**src/rtl/div_pkg.sv**
```systemverilog
`default_nettype none
// =============================================================================
// Module   : div_pkg
// Purpose  : Shared op encodings, FSM states and sizing helper for div.
// Revision : 1.0
// =============================================================================
package div_pkg;

  // Matches the mul unit's is_signed convention.
  localparam logic OP_DIVU = 1'b0;
  localparam logic OP_DIV  = 1'b1;

  localparam int DIV_WIDTH_DEFAULT = 32;

  typedef enum logic [1:0] {
    IDLE = 2'd0,
    CALC = 2'd1,
    FIX  = 2'd2
  } state_e;

  function automatic int cnt_width(input int w);
    return (w <= 2) ? 1 : $clog2(w);
  endfunction

endpackage
`default_nettype wire

```
**src/rtl/div.sv**
```systemverilog
`default_nettype none
// =============================================================================
// Module   : div
// Purpose  : Iterative radix-2 restoring DIV/DIVU; quotient on lo, remainder on hi.
// Revision : 1.0
// =============================================================================
module div
  import div_pkg::*;
#(
  parameter int WIDTH = DIV_WIDTH_DEFAULT
) (
  input  logic             clk,
  input  logic             reset,
  input  logic             start,
  input  logic [WIDTH-1:0] opA,
  input  logic [WIDTH-1:0] opB,
  input  logic             op,
  output logic             busy,
  output logic             done,
  output logic [WIDTH-1:0] hi,
  output logic [WIDTH-1:0] lo
);

  localparam int             CNT_W    = cnt_width(WIDTH);
  localparam logic [CNT_W-1:0] CNT_LAST = CNT_W'(WIDTH - 1);

  state_e           state_q;
  logic             busy_q;
  logic             done_q;
  logic [WIDTH-1:0] hi_q;
  logic [WIDTH-1:0] lo_q;
  logic [WIDTH-1:0] dvd_q;
  logic [WIDTH-1:0] dsr_q;
  logic [WIDTH-1:0] rem_q;
  logic [WIDTH-1:0] opa_q;
  logic [CNT_W-1:0] cnt_q;
  logic             qneg_q;
  logic             rneg_q;
  logic             dz_q;

  logic [WIDTH:0]   rem_sh;
  logic             qbit;
  logic [WIDTH-1:0] rem_d;
  logic [WIDTH-1:0] dvd_d;
  logic             a_neg;
  logic             b_neg;

  assign a_neg = (op == OP_DIV) & opA[WIDTH-1];
  assign b_neg = (op == OP_DIV) & opB[WIDTH-1];

  // The kept remainder is always below the divisor, so W bits hold it; only
  // the shifted trial value needs the extra bit.
  always_comb begin
    rem_sh = {rem_q, dvd_q[WIDTH-1]};
    qbit   = (rem_sh >= {1'b0, dsr_q});
    rem_d  = qbit ? (rem_sh[WIDTH-1:0] - dsr_q) : rem_sh[WIDTH-1:0];
    dvd_d  = {dvd_q[WIDTH-2:0], qbit};
  end

  always_ff @(posedge clk) begin
    if (reset) begin
      state_q <= IDLE;
      busy_q  <= 1'b0;
      done_q  <= 1'b0;
      hi_q    <= '0;
      lo_q    <= '0;
      dvd_q   <= '0;
      dsr_q   <= '0;
      rem_q   <= '0;
      opa_q   <= '0;
      cnt_q   <= '0;
      qneg_q  <= 1'b0;
      rneg_q  <= 1'b0;
      dz_q    <= 1'b0;
    end else begin
      done_q <= 1'b0;
      case (state_q)
        IDLE: begin
          if (start) begin
            qneg_q  <= a_neg ^ b_neg;
            rneg_q  <= a_neg;
            dz_q    <= (opB == '0);
            opa_q   <= opA;
            dvd_q   <= a_neg ? -opA : opA;
            dsr_q   <= b_neg ? -opB : opB;
            rem_q   <= '0;
            cnt_q   <= '0;
            busy_q  <= 1'b1;
            state_q <= CALC;
          end
        end
        CALC: begin
          rem_q <= rem_d;
          dvd_q <= dvd_d;
          cnt_q <= cnt_q + CNT_W'(1);
          if (cnt_q == CNT_LAST) begin
            state_q <= FIX;
          end
        end
        FIX: begin
          if (dz_q) begin
            lo_q <= '1;
            hi_q <= opa_q;
          end else begin
            lo_q <= qneg_q ? -dvd_q : dvd_q;
            hi_q <= rneg_q ? -rem_q : rem_q;
          end
          done_q  <= 1'b1;
          busy_q  <= 1'b0;
          state_q <= IDLE;
        end
        default: begin
          state_q <= IDLE;
        end
      endcase
    end
  end

  assign busy = busy_q;
  assign done = done_q;
  assign hi   = hi_q;
  assign lo   = lo_q;

endmodule
`default_nettype wire
```
**config.mk**
```make
export PLATFORM = sky130hd
export DESIGN_NAME = div
export DESIGN_NICKNAME = d
export VERILOG_FILES = /design/src/rtl/div_pkg.sv /design/src/rtl/div.sv
export SDC_FILE = /design/constraint.sdc
export NUM_CORES = 1
export LEC_CHECK = 0
export BUFFER_PORTS_ARGS = -buffer_cell sky130_fd_sc_hd__buf_2
export CORE_ASPECT_RATIO = 1.75
export CORE_MARGIN = 3
export CORE_UTILIZATION = 60
export CTS_BUF_LIST = sky130_fd_sc_hd__clkbuf_2
export DETAILED_ROUTE_END_ITERATION = 7
export PLACE_DENSITY = 0.86
export REMOVE_ABC_BUFFERS = 1
export SETUP_SLACK_MARGIN = 0.3
export SLEW_MARGIN = 20
export SYNTH_ARGS = -nofsm -noshare
export SYNTH_HDL_FRONTEND = slang
export SYNTH_SLANG_ARGS = --single-unit
```
**constraint.sdc**
```tcl
create_clock -name clk -period 4.83 [get_ports clk]
set_input_delay 0.483 -clock clk [delete_from_list [all_inputs] [get_ports clk]]
set_output_delay 0.483 -clock clk [all_outputs]
set_load 0.1 [all_outputs]
```
==> flow_metrics.tcl, run 1 <==
set metrics [dict create \
    status "finished, final reports clean" \
    postCtsResizedCells 0 \
    highest_layer "met4" \
    seq_area_frac_synth_pct 33.8 \
    crit_fanout 15 \
    dp.cells 1866 \
    ir_drop_mv 0.173 \
    ant_nets 0 \
    fp.dieH_um 194 \
    die_w_um 113 \
    synth_top_area_cell "dfxtp_1" \
    ctsHoldBuffers 55 \
    htreeDepth 2 \
    worst_pin_slew_ns 1.07 \
    io-pin-count 134 \
    start_util_pct 61.2 \
    synth_edf_count 0 \
    ys_ff_latch 204 \
    synth_flop_cell "dfxtp_1" \
    clk_pin_slew_ns 0.12 \
    wl_mm 33.7 \
    route.met3.wl_mm 1.58 \
    wire_per_inst_um 16.8 \
    synthArstFlopShare_pct 0 \
    yosysWarnings 0 \
    ys_types 62 \
    netlist_area_um2 12100 \
    core_area_um2 19700 \
    synth.most_common_cell "nand2_1" \
    fin_crit_ns 3.45 \
    grt_pass1_vias 12000 \
    relSlewSlack_pct 28.4 \
    finalMaxSlewViolations 0 \
    routabilityCongestion 1.01 \
    vias 12100 \
    power_per_cell_area_nw_per_um2 367 \
    dp_slack_ns 1.43 \
    required_ns 5.47 \
    drc 0 \
    setup_violations 0 \
    core.rowCount 68 \
    cts_num_sinks 204 \
    combinationalPowerShare_pct 40.5 \
    hpwlAfterDp_mm 24.0 \
    critPathLaunchType "register" \
    viasPerCell 6.03 \
    seq_power_share_pct 38.5 \
    m1WireLength_mm 12.6 \
    fin_crit_sh_pct 71.4 \
    p_switching_mw 2.06 \
    postCtsSetupBuffers 0 \
    leakagePower_nw 5.57 \
    rsz0062_at_grt "no" \
    synthToLayoutAreaGrowth_pct 14.0 \
    wl_met2_mm 17.6 \
    regArea_um2 4090 \
    p_int_mw 3.00 \
    fin_hold_ws_ns 0.0536 \
    cts_buffer_depth 3 \
    final-hold-violation-count 0 \
    drive_above_1_share_pct 13.3 \
    worst_setup_path_end_kind "register" \
    portBuffers 133 \
    clk_latency_ns 0.83 \
    synthCells 1577 \
    fmax_mhz 290 \
    total_power_mw 5.06 \
    pwr-share-clk_pct 21.0 \
    yosysTopAreaCellShare_pct 33.8 \
    cp.arrival_ns 4.09 \
    synthTopCellsByArea "dfxtp_1 34%, nand2_1 7.2%, a21oi_1 6.6%" \
    cap_violations 0 \
    synth_common_cells "231 x nand2_1, 204 x dfxtp_1, 160 x a21oi_1, 121 x nor2_1, 101 x o21ai_0" \
    skew_ns 0.0657 \
    avgSynthCellArea_um2 7.67 \
    fillers 1670 \
    firstDrtPassIters 8 \
    final_util_pct 69.8 \
    cts_root_buf "clkbuf_2" \
    gr-usage-all-layers_pct 30.2 \
    nets 1830 \
    die_area_um2 22000 \
    p_sw_share_pct 40.7 \
    drtIter0Drc 936 \
    cts_tree "yes" \
    hold_class "in -> reg" \
    cts_inserted_buffers 45 \
    grt_max_degree 124 \
    fin_ws_ns 1.38 \
    grt_overflow 0 \
    multi_input_area_um2 7430 \
    grt_pass1_wl_mm 56.0 \
    critPathKind "reg -> reg" \
    fin_cells 2004 \
    antenna_found_initial 2 \
]
## power by group through the flow
stage	Combinational [mW]	Sequential (mW)	Clock (mW)
after floorplan	1.46	1.94	0
after global placement	1.93	1.98	0
after detailed placement	1.97	1.98	0
after CTS	2.01	1.94	1.08
after global routing	2.26	1.97	1.16
final	2.05	1.95	1.06
## stage by stage
stage | TNS (ns) | cell area, µm²
floorplan | -493.77 | 11700
global placement | 0 | 12800
detailed placement | 0 | 12800
CTS | 0 | 13800
global route | 0 | 13800
finish | 0 | 13800
## layout make-up
cell class	instances	share of cell area [%]
Clock buffer	69	2.51
Clock inverter	12	0.345
Antenna cell	2	0.0363
Tap cell	245	2.23
Timing Repair Buffer	203	9.78
Inverter	56	1.53
Multi-Input combinational cell	1213	53.9
Sequential cell	204	29.7
## cells in the final DEF, fill, tap and decap left out, types with 11 or more instances in the layout
cell           count
nand3_1           31
or3_1             18
clkbuf_2          69
o31ai_1           26
nor3_1            25
ha_1              38
o22ai_1           16
buf_4             14
dfxtp_1          203
a31oi_1           11
inv_1             56
dlygate4sd3_1     55
a22oi_1           28
nor4_1            17
a32oi_1           12
xor2_1            79
xnor2_1           56
nand2_1          231
a21oi_1          160
nor2_1           119
mux2i_1           16
o41ai_1           15
o21ai_0          101
a21o_1            20
buf_2            132
a211oi_1          61
## worst max-delay path, cell delays in order (launching register included)
cell and delay (ns):
dfxtp_1 0.50, ha_1 0.30, nor2b_1 0.15, o31a_1 0.27
o31ai_1 0.56, a211o_1 0.33, a2111o_1 0.38, nand2_1 0.17
buf_4 0.25, nand2_1 0.26, o22ai_1 0.14
## layer usage
metal  vias up  global-route usage, %
met1      5541                   31.9
li1       5969                      -
met2       432                   55.5
met3       149                   4.06
met5         -                      0
met4         0                   18.4
## state kept, by name (all words and copies together) (netlist names)
name	cells
qneg_q	1
dvd_q	32
cnt_q	5
dz_q	1
rneg_q	1
opa_q	32
state_q	2
rem_q	32
lo	32
dsr_q	32
hi	32
busy	1
done	1
## logic make-up after synthesis
kind of cell / after synthesis / share of synthesized area [%]
and+or+nand+nor: 516 / 19.3
adders and majority gates: 39 / 4.10
DFF: 204 / 33.8
buffers and inverters: 160 / 4.99
AOI/OAI and AO/OA: 507 / 26.7
xor gates and xnor gates: 135 / 9.78
muxes: 16 / 1.32
## final timing paths
path	start	endpoint	slack, ns	cells past startpoint
worst min-delay path	opB[29]	dsr_q[29]	0.05	3
worst min register to register	hi[5]	hi[5]	0.46	2
worst max-delay path	rem_q[0]	rem_q[15]	1.38	10
worst max register to register	rem_q[0]	rem_q[15]	1.38	10
Power figures use the tool's default switching activity.
==> run 2: changes to the inputs <==
--- a/config.mk
+++ b/config.mk
@@ -8,10 +8,10 @@
 export BUFFER_PORTS_ARGS = -buffer_cell sky130_fd_sc_hd__buf_2
 export CORE_ASPECT_RATIO = 1.75
 export CORE_MARGIN = 3
-export CORE_UTILIZATION = 60
+export CORE_UTILIZATION = 55
 export CTS_BUF_LIST = sky130_fd_sc_hd__clkbuf_2
 export DETAILED_ROUTE_END_ITERATION = 7
-export PLACE_DENSITY = 0.86
+export PLACE_DENSITY = 0.84
 export REMOVE_ABC_BUFFERS = 1
 export SETUP_SLACK_MARGIN = 0.3
 export SLEW_MARGIN = 20
==> constraint.sdc (replaced) <==
create_clock -name clk -period 3 [get_ports clk]
set_input_delay 0.3 -clock clk [delete_from_list [all_inputs] [get_ports clk]]
set_output_delay 0.3 -clock clk [all_outputs]
set_load 0.1 [all_outputs]
==> run 2 against run 1 <==
  * Register-to-register slack worse by 1.2 ns
  * Final cell count is 6.8% higher
  * Clock-buffer cell count decreased by 6
  * Non-clock buffer count up 95
  * Core utilization up 1.3 points
  * Sequential power is 58% higher
  * Worst setup slack got worse by 1.2 ns
  * First-iteration DRC count increased by 7.7%
  * Clock power rose by 56%
  * Flip-flop and latch count unchanged
  * Routed wire length up 13%
  * Via count rose by 6.6%
  * Critical endpoint is now rem_q[26]
  * Largest cell class unchanged
==> flow_metrics.tcl, run 2 (same netlist as run 1, synthesis figures left out) <==
set metrics [dict create \
    wire_per_inst_um 17.8 \
    cts_tree "yes" \
    layout_common_cells "225 x nand2_1, 187 x dfxtp_1, 148 x a21oi_1" \
    cts_inserted_buffers 46 \
    grt_use_met3_pct 3.89 \
    ir_drop_mv 0.282 \
    fmax_mhz 353 \
    leakagePower_nw 6.18 \
    fin_crit_ns 2.84 \
    path_cells "buf_4, ha_2, nand2_1, o21ai_1, nor2b_1, a211oi_1, buf_4, a2111oi_4, buf_4, nor4_1, or3_1, a21oi_1" \
    core.rowCount 71 \
    fin_ws_ns 0.164 \
    slowest_delay_ns 0.39 \
    die_area_um2 23900 \
    finalMaxSlewViolations 0 \
    regToRegStartpoint "rem_q[11]" \
    critPathKind "reg -> reg" \
    wl_mm 38.1 \
    min-delay-start "opA[27]" \
    hold_class "in -> reg" \
    grt_pass1_wl_mm 59.4 \
    core_area_um2 21600 \
    layout_commonest_cell "nand2_1" \
    grt.met2_usage_pct 56.3 \
    setup_violations 0 \
    routabilityCongestion 0.925 \
    relSlewSlack_pct 42.2 \
    nets 1926 \
    hpwlAfterDp_mm 25.7 \
    drtIter0Drc 1008 \
    fin_area_um2 15400 \
    vias 12900 \
    critical_path.top_delay_family "compound AO/OA/AOI/OAI gates" \
    viasPerCell 6.02 \
    clk_latency_ns 0.82 \
    worst_pin_slew_ns 0.863 \
    fp.dieH_um 202 \
    dp.cells 1970 \
    grt_overflow 0 \
    status "finished, final reports clean" \
    dp_slack_ns 0.0461 \
    clk_pin_slew_ns 0.11 \
    drive_above_1_share_pct 22.8 \
    grt_pass1_vias 12500 \
    required_ns 3.72 \
    path_buf_inv 3 \
    crit_start "rem_q[11]" \
    drc 0 \
    critPathLaunchType "register" \
    ant_nets 0 \
    cts_num_sinks 204 \
    cts_root_buf "clkbuf_2" \
    cp.arrival_ns 3.56 \
    antenna_found_initial 1 \
    post_dp_cell_area_um2 13400 \
    top_usage_layer "met2" \
    skew_ns 0.0512 \
    fin_crit_sh_pct 94.5 \
    htreeDepth 2 \
    io-pin-count 134 \
    synthToLayoutAreaGrowth_pct 27.0 \
    gr-usage-all-layers_pct 29.6 \
    final-hold-violation-count 0 \
    rsz0062_at_grt "yes" \
    crit_fanout 6 \
    power_per_cell_area_nw_per_um2 602 \
    fin_cells 2140 \
    cts_buffer_depth 3 \
    reg2reg_slack_ns 0.16 \
    worst_setup_path_end_kind "register" \
    setup-tns-final_ns 0 \
    firstDrtPassIters 6 \
    grt_max_degree 119 \
    die_w_um 118 \
    cp_common_cell "buf_4" \
    start_util_pct 56.0 \
    met1_usage_pct 29.7 \
    critical-path-slowest-cell "ha_2" \
    portBuffers 133 \
    cap_violations 0 \
]
run 2: changes by cell type in the layout (fill, tap and decap cells not counted), moves of 8 or more:
| cell | change |
|---|---|
| dlygate4sd3_1 | +21 |
| buf_4 | +64 |
| a21oi_2 | +12 |
| o21ai_1 | +14 |
| ha_2 | +8 |
| dfxtp_1 | -16 |
| a21oi_1 | -12 |
| o21ai_0 | -20 |
| ha_4 | +8 |
| dfxtp_2 | +15 |
| ha_1 | -16 |
run 2: what timing repair did:
item                       in CTS  in global routing
gates cloned                    0                  2
hold buffers                   76                  0
hold endpoints to repair      112                  0
setup endpoints to repair      41                 59
pin swaps                      13                 49
gates resized for setup        38                130
buffers inserted                4                 11
run 2: per-layer routing:
layer / vias up / wire length [µm] / part of all wire [%]
li1: 6139 / - / -
met2: 521 / 20000 / 53
met1: 6022 / 13500 / 35
met5: - / 0 / 0
met4: 0 / 2660 / 7.0
met3: 210 / 1920 / 5.0
run 2: cell type report:
type / instances / area, µm²
Antenna cell: 1 / 2.50
Fill cell: 1697 / 6230
Clock buffer: 63 / 315
Inverter: 56 / 210
Sequential cell: 204 / 4110
Clock inverter: 13 / 51.3
Multi-Input combinational cell: 1213 / 8100
Timing Repair Buffer: 298 / 2200
Tap cell: 292 / 365
run 2: worst paths after layout:
| kind | end | cells after the start |
|---|---|---|
| setup / recovery | rem_q[26] | 12 |
| hold reg to reg | hi[11] | 2 |
| hold / removal | opa_q[27] | 4 |
| setup reg to reg | rem_q[26] | 12 |
run 2: worst min-delay path, stage by stage:
cell and delay (ns):
dlygate4sd3_1 0.53, buf_2 0.15, nand2_1 0.06, a21oi_1 0.05
run 2: power breakdown:
group	internal [mW]	total, mW	leakage (nW)	switching, mW
sequential	2.89	3.09	1.67	0.201
combinational	1.98	4.51	4.22	2.53
clock	0.561	1.65	0.289	1.09
total	5.43	9.25	6.18	3.82
run 2: metrics by stage:
| stage | hold slack, ns | util [%] | total power, mW |
|---|---|---|---|
| 2_1_floorplan | 0.369 | - | 5.48 |
| 3_3_place_gp | 0.438 | 61.8 | 6.57 |
| 3_5_place_dp | 0.445 | 61.8 | 6.62 |
| 4_1_cts | 0.265 | 68.1 | 8.51 |
| 5_1_grt | 0.288 | 71.1 | 9.73 |
| 6_report | 0.326 | 71.1 | 9.25 |
